[config.mk]
export PLATFORM = sky130hd
export DESIGN_NAME = axil_req_arbiter
export DESIGN_NICKNAME = d
export VERILOG_FILES = /design/src/rtl/axil_req_arbiter.sv
export SDC_FILE = /design/constraint.sdc
export NUM_CORES = 1
export LEC_CHECK = 0
export BUFFER_PORTS_ARGS = -buffer_cell sky130_fd_sc_hd__buf_2
export CORE_AREA = 2 2 123 125
export CTS_CLUSTER_DIAMETER = 50
export CTS_CLUSTER_SIZE = 25
export DETAILED_ROUTE_END_ITERATION = 8
export DIE_AREA = 0 0 125 127
export GPL_TIMING_DRIVEN = 0
export PLACE_DENSITY = 0.66
export SETUP_SLACK_MARGIN = 0.5
export SLEW_MARGIN = 20
export SYNTH_ARGS = -nofsm -noshare
export SYNTH_HDL_FRONTEND = slang
export SYNTH_SLANG_ARGS = --single-unit
[constraint.sdc]
create_clock -name clk -period 3 [get_ports clk]
set_clock_uncertainty 0.05 [all_clocks]
set_input_delay 0.6 -clock clk [delete_from_list [all_inputs] [get_ports clk]]
set_output_delay 0.6 -clock clk [all_outputs]
set_load 0.02 [all_outputs]
[src/rtl/axil_req_arbiter.sv]
// axil_req_arbiter
// Round-robin arbiter that shares one AXI4-Lite master port between
// NUM_REQ simple request/done clients. One AXI transaction is in flight
// at a time. A six-state FSM sequences the AW/W/B or AR/R channels for
// the granted client and then returns a one-cycle done pulse.
module axil_req_arbiter #(
  parameter int NUM_REQ = 2,
  parameter int ADDR_W  = 32,
  parameter int DATA_W  = 32
) (
  input  logic                        clk,
  input  logic                        resetn,
  // client side
  input  logic [NUM_REQ-1:0]          req_valid,
  input  logic [NUM_REQ-1:0]          req_we,
  input  logic [NUM_REQ*ADDR_W-1:0]   req_addr,
  input  logic [NUM_REQ*DATA_W-1:0]   req_wdata,
  output logic [NUM_REQ-1:0]          req_done,
  output logic [DATA_W-1:0]           rsp_rdata,
  output logic [1:0]                  rsp_resp,
  output logic                        busy,
  output logic [$clog2(NUM_REQ)-1:0]  grant_id,
  // AXI4-Lite write address channel
  output logic [ADDR_W-1:0]           m_axi_awaddr,
  output logic                        m_axi_awvalid,
  input  logic                        m_axi_awready,
  // AXI4-Lite write data channel
  output logic [DATA_W-1:0]           m_axi_wdata,
  output logic                        m_axi_wvalid,
  input  logic                        m_axi_wready,
  // AXI4-Lite write response channel
  input  logic [1:0]                  m_axi_bresp,
  input  logic                        m_axi_bvalid,
  output logic                        m_axi_bready,
  // AXI4-Lite read address channel
  output logic [ADDR_W-1:0]           m_axi_araddr,
  output logic                        m_axi_arvalid,
  input  logic                        m_axi_arready,
  // AXI4-Lite read data channel
  input  logic [DATA_W-1:0]           m_axi_rdata,
  input  logic [1:0]                  m_axi_rresp,
  input  logic                        m_axi_rvalid,
  output logic                        m_axi_rready
);

  localparam int GW = $clog2(NUM_REQ);
  // Pointer starts at the last client so that client 0 wins first after reset.
  localparam logic [GW-1:0] LAST_RESET = GW'(NUM_REQ - 1);

  typedef enum logic [2:0] {
    S_IDLE,
    S_WADDR,
    S_WRESP,
    S_RADDR,
    S_RDATA,
    S_DONE
  } state_t;

  state_t              state_q, state_d;
  logic [GW-1:0]       last_q, last_d;
  logic [GW-1:0]       grant_q, grant_d;
  logic [ADDR_W-1:0]   addr_q, addr_d;
  logic [DATA_W-1:0]   wdata_q, wdata_d;
  logic                awv_q, awv_d;
  logic                wv_q, wv_d;
  logic [DATA_W-1:0]   rdata_q, rdata_d;
  logic [1:0]          resp_q, resp_d;

  // Per-client views of the flattened address/data buses.
  logic [ADDR_W-1:0]   cl_addr  [NUM_REQ];
  logic [DATA_W-1:0]   cl_wdata [NUM_REQ];

  logic                win_found;
  logic [GW-1:0]       win_idx;

  generate
    for (genvar gi = 0; gi < NUM_REQ; gi++) begin : g_client
      assign cl_addr[gi]  = req_addr[gi*ADDR_W +: ADDR_W];
      assign cl_wdata[gi] = req_wdata[gi*DATA_W +: DATA_W];
      // Done is one-hot on the granted client during the single DONE cycle.
      assign req_done[gi] = (state_q == S_DONE) && (grant_q == GW'(gi));
    end
  endgenerate

  // Round-robin pick: first requesting client scanning from last_q+1, wrapping.
  always_comb begin
    int cand;
    win_found = 1'b0;
    win_idx   = '0;
    cand      = 0;
    for (int k = 1; k <= NUM_REQ; k++) begin
      cand = int'(last_q) + k;
      if (cand >= NUM_REQ) begin
        cand = cand - NUM_REQ;
      end
      for (int i = 0; i < NUM_REQ; i++) begin
        if (!win_found && (i == cand) && req_valid[i]) begin
          win_found = 1'b1;
          win_idx   = GW'(i);
        end
      end
    end
  end

  // Next-state logic: grant in IDLE, then walk the AXI channels to DONE.
  always_comb begin
    state_d = state_q;
    last_d  = last_q;
    grant_d = grant_q;
    addr_d  = addr_q;
    wdata_d = wdata_q;
    awv_d   = awv_q;
    wv_d    = wv_q;
    rdata_d = rdata_q;
    resp_d  = resp_q;

    case (state_q)
      S_IDLE: begin
        if (win_found) begin
          grant_d = win_idx;
          last_d  = win_idx;
          addr_d  = cl_addr[win_idx];
          wdata_d = cl_wdata[win_idx];
          if (req_we[win_idx]) begin
            // Both write valids rise together on entry to WADDR.
            awv_d   = 1'b1;
            wv_d    = 1'b1;
            state_d = S_WADDR;
          end else begin
            state_d = S_RADDR;
          end
        end
      end

      S_WADDR: begin
        // AW and W complete independently; each valid drops after its own handshake.
        if (awv_q && m_axi_awready) begin
          awv_d = 1'b0;
        end
        if (wv_q && m_axi_wready) begin
          wv_d = 1'b0;
        end
        if ((!awv_q || m_axi_awready) && (!wv_q || m_axi_wready)) begin
          state_d = S_WRESP;
        end
      end

      S_WRESP: begin
        if (m_axi_bvalid) begin
          resp_d  = m_axi_bresp;
          rdata_d = '0;
          state_d = S_DONE;
        end
      end

      S_RADDR: begin
        if (m_axi_arready) begin
          state_d = S_RDATA;
        end
      end

      S_RDATA: begin
        if (m_axi_rvalid) begin
          rdata_d = m_axi_rdata;
          resp_d  = m_axi_rresp;
          state_d = S_DONE;
        end
      end

      S_DONE: begin
        state_d = S_IDLE;
      end

      default: begin
        state_d = S_IDLE;
        awv_d   = 1'b0;
        wv_d    = 1'b0;
      end
    endcase
  end

  // State register; an asynchronous reset aborts any in-flight transaction.
  always_ff @(posedge clk or negedge resetn) begin
    if (!resetn) begin
      state_q <= S_IDLE;
      last_q  <= LAST_RESET;
      grant_q <= '0;
      addr_q  <= '0;
      wdata_q <= '0;
      awv_q   <= 1'b0;
      wv_q    <= 1'b0;
      rdata_q <= '0;
      resp_q  <= 2'b00;
    end else begin
      state_q <= state_d;
      last_q  <= last_d;
      grant_q <= grant_d;
      addr_q  <= addr_d;
      wdata_q <= wdata_d;
      awv_q   <= awv_d;
      wv_q    <= wv_d;
      rdata_q <= rdata_d;
      resp_q  <= resp_d;
    end
  end

  // Channel outputs come straight from registered state so they clear with reset.
  assign m_axi_awaddr  = addr_q;
  assign m_axi_awvalid = awv_q;
  assign m_axi_wdata   = wdata_q;
  assign m_axi_wvalid  = wv_q;
  assign m_axi_bready  = (state_q == S_WRESP);
  assign m_axi_araddr  = addr_q;
  assign m_axi_arvalid = (state_q == S_RADDR);
  assign m_axi_rready  = (state_q == S_RDATA);

  assign rsp_rdata = rdata_q;
  assign rsp_resp  = resp_q;
  assign busy      = (state_q != S_IDLE);
  assign grant_id  = grant_q;

endmodule
# Yosys cells after proc, flatten, opt, wreduce, memory -nomap -nowiden
# Cells that the tools add are included.
# totals
register_bits	105
latch_bits	0
ram_bits	0
mem_bits_ro	0
inputBits	175
out_inout_bits	139
wordCells	101
memories	0
# op_classes
addsub	4
mul	0
div_mod_pow	0
order_cmp	4
n_eq_ne	15
n_shift	0
muxes	36
bitwise	3
reduce_logical	30
# op_table
cell	n
$mux W32	10
$eq A2 B32 Y1 const A	2
$logic_not A32 Y1	2
$pmux W32 S2	1
$mux W3	5
$pmux W3 S5	1
$ne A2 B2 Y1 const B	7
$mux W1	13
$logic_and A1 B1 Y1	12
$reduce_and A4 Y1	2
$eq A3 B2 Y1 const B	2
$eq A3 B3 Y1 const B	2
$mux W2	3
$pmux W1 S3	2
$logic_not A1 Y1	5
$reduce_and A5 Y1	1
$ge A2 B2 Y1 const B	2
$pmux W2 S2	1
$reduce_or A4 Y1	1
$sub A3 B2 Y4 const B	1
$add A1 B2 Y3 const B	1
$eq A3 B1 Y1 const B	1
$ge A3 B2 Y1 const B	1
$logic_not A3 Y1	1
11 further kinds	13

# Longest topological paths before layout
# depth
ltp_word	23
depth_mapped	6
mapped_depth_nobuf	4

# Worst setup path after synthesis
# OpenSTA, ideal clock, no wires.
# synth_path
path_type	register to register
start	register state_q[0]
end	register rdata_q[0] (netlist: rsp_rdata[0])
setup_time_ns	0.121
arrival_time_ns	1.835
t_required_ns	2.829
slack_ns	0.994
path_stages_with_launch	6
path_buffers	2
period_less_slack_ns	2.006
cell_sequence	dfrtp_1 > buf_4 > nor3b_1 > o211ai_2 > buf_2 > a22o_1
# synth_between
elab_chain_len	3
elab_cells_between_ends	7
classes_between	eq/ne: 4; mux: 1; reduce/logical: 2
# synth_lines
element	line_no	source
start, declared	59	state_t state_q, state_d;
start signal, assigned	195	state_q <= state_d;
$eq A3 B2 Y1 (*)	--	
net m_axi_bready	34	output logic m_axi_bready,
$ne A2 B2 Y1 (no line) / $reduce_bool A2 Y1 (equally long branches)	--	
$reduce_and A3 Y1 (no line)	--	
end signal, assigned	202	rdata_q <= rdata_d;
end, declared	66	logic [DATA_W-1:0] rdata_q, rdata_d;
# Mark *: on every way through the listed nets, which the timed path passes. The rest lies on a longest branch.
# A chain may end at the register's enable or synchronous reset.

# Final worst setup path
# layout_path
start	register state_q[2]
end	output req_done[1]
# layout_between
elab_chain_len	2
# layout_lines
element	line_no	source
$eq A3 B3 Y1	81	assign req_done[gi] = (state_q == S_DONE) && (grant_q == GW'(gi));
$logic_and A1 B1 Y1	81	
end, declared	18	output logic [NUM_REQ-1:0] req_done,
# Every way passes these cells.

==> reports/results.tsv <==
metric	value	unit
outcome	completed	
Reg clk slew, reported paths	70	ps
CTS Buffer Depth	2	
leakage power	0.00369	uW
Die Y-Extent	127	um
Setup TNS	0	ps
core area	14400	sq um
GRT overflow	0	
RSZ-0062 raised after global routing	false	
R2R Setup Slk	780	ps
Initial Util	0.341	
detailed placement HPWL	11300	um
# DRC	0	
Cell Area, Placed	6750	sq um
gr usage total	0.179	
Slew headroom	0.626	
Worst setup EP type	primary output	
Peak supply drop	0.000501	V
Std-Cell Rows	44	
antenna viol nets, final	0	
Cell Pwr Density	1140	nW/um^2
Worst-Margin Slew	556	ps
Synthesis Warnings	0	
fmax	0.430	GHz
Startpoint Class	flip-flop	
Skew-Pair Late Insertion Delay	340	ps
layout cells sized above 1	0.506	
PnR worst setup slack	677	ps
DR vias	4437	
Root Driver	clkbuf_16	
pin count of the biggest net entering global routing	58	
Mapped Cells	450	
first-pass GRT wire length	22700	um
final net count	950	
vias in the first global route	4379	
# H-tree levels	3	
Routed WL	14400	um
routed len/inst	14.9	um
fin crit period	2320	ps
Data required, critical path	2350	ps
final hold violation count	0	
number of distinct library cells after synthesis	37	
filler cell count in the final layout	1405	
die footprint	15900	sq um
Ports	314	
PortBufs	313	
CTS buffer count	9	
CTS sink cnt	105	
Slew Limit Fails	0	
Final period util	0.774	
register area share after synthesis	0.534	
Die Span X	125	um
GP Congestion	0.781	
Layout Cell Area excl Fill	7080	sq um
crit path max fanout	10	
Via-to-Cell Ratio	4.60	
Post-Syn Area	4920	sq um
endpoints failing setup	0	
First DRT Iteration DRCs	158	
Worst EP arrival	1670	ps
syn_nets	625	
Min-Delay Path Class	primary input to async pin	
First-pass DRT Iterations	4	
syn avg cell area	10.9	sq um
FF+latch count, synth	105	
maximum capacitance violations	0	
CTS tree	yes	
Placement Setup Slack	377	ps
Ant. Diodes	0	
Setup CP Type	flip-flop to primary output	
initial antenna violation count	1	
Layout area overhead	43.8	%
[power by group]
group | switching, uW | internal (uW)
Sequential | 418 | 2110
Combinational | 2550 | 1690
Clock | 536 | 739
[critical path: stages (launching register included)]
cell and delay, ps:
dfrtp_1 470, clkbuf_1 330, nor2b_1 200, and3_1 170, buf_2 160
[worst paths after layout]
check,endpoint,depth (start not counted),startpoint
max,req_done[1],4,state_q[2]
min,rsp_rdata[8],1,resetn
max reg2reg,m_axi_wdata[22],5,state_q[0]
min reg2reg,rsp_resp[1],2,rsp_resp[1]
max in group asynchronous,m_axi_araddr[29],2,resetn
min in group clk,rsp_rdata[15],2,m_axi_rdata[15]
[metrics by stage]
stage,utilization,instances,power (uW),hold slack (ps)
after global routing,0.491,964,8610,156
after detailed placement,0.468,948,6840,425
final,0.491,964,8040,136
after global placement,0.466,947,6780,418
after CTS,0.491,964,8140,143
after floorplan,-,450,5360,254
[state kept, by name (all words and copies together), names as in the netlist, 2 cells and up]
register      cells
m_axi_wdata      32
m_axi_araddr     32
rsp_resp          2
state_q           3
rsp_rdata        32
[cell usage after synthesis]
cell type	number	share of area
or4b_1	2	0.0041
or3_1	1	0.0013
nor2_1	69	0.053
a31o_2	2	0.0036
and3_1	2	0.0025
a21o_1	1	0.0015
a21boi_0	1	0.0015
mux2i_1	67	0.14
nor2b_1	7	0.0089
nor3_1	2	0.0020
nor4b_1	1	0.0018
and3b_1	1	0.0018
nor4_2	1	0.0025
o21ai_0	4	0.0041
buf_2	19	0.019
dfstp_2	1	0.0053
nor3b_1	1	0.0015
o311ai_0	1	0.0018
nand3b_1	1	0.0015
buf_4	33	0.050
o21a_1	1	0.0015
o32a_1	1	0.0020
buf_6	4	0.0092
clkbuf_1	6	0.0046
o22ai_1	1	0.0013
o211ai_2	1	0.0025
mux2_2	2	0.0046
a22oi_1	1	0.0015
o2bb2ai_1	1	0.0018
nand3_1	3	0.0031
a21oi_1	66	0.067
nand2_1	4	0.0031
a22o_1	32	0.057
nor3b_4	1	0.0038
buf_1	4	0.0031
dfrtp_1	104	0.53
inv_1	1	0.00076
[timing repair]
action / CTS / global route
gates resized for setup: 1 / 0
setup endpoints to repair: 4 / 0
buffers inserted: 0 / 0
hold buffers: 0 / 0
[cells in the final DEF, fill, tap and decap left out, drive strengths merged, types with 2 or more instances in the layout]
master	netlist	routed
a31o	2	2
nor2b	7	7
buf	60	374
nor2	69	69
nor3	2	2
nand2	4	4
or4b	2	2
inv	1	3
clkbuf	6	15
nand3	3	3
mux2	2	2
dfrtp	104	104
clkinv	0	3
nor3b	2	2
a22o	32	32
bufinv	0	2
and3	2	2
mux2i	67	67
o21ai	4	4
a21oi	66	66
[area by class of cell]
class                      instances  area, sq um  share of cell area
clock buffer                       9          225              0.0318
inverter                           1         3.75            0.000530
timing repair buffer             314         1600               0.226
multi-input combinational        278         1860               0.263
clock inverter                     7          100              0.0141
buffer                            66          427              0.0603
sequential                       105         2630               0.371
tap                              184          230              0.0325
[routing by layer]
layer / up-vias / share of wire / GRT usage
met5: - / 0.00090 / 0
met4: 2 / 0.015 / 0.0627
met3: 18 / 0.078 / 0.0473
li1: 2198 / - / -
met2: 197 / 0.48 / 0.295
met1: 2022 / 0.43 / 0.230
[kinds of logic (layout without fill, tap and decap cells)]
group                  Yosys count  count (layout)  share of synthesized area
DFF                            105             105                      0.534
AOI/OAI and AO/OA              113             113                      0.147
buffers and inverters           67             397                     0.0872
and+or+nand+nor                 96              96                     0.0905
muxes                           69              69                      0.141
Power figures use the tool's default switching activity.
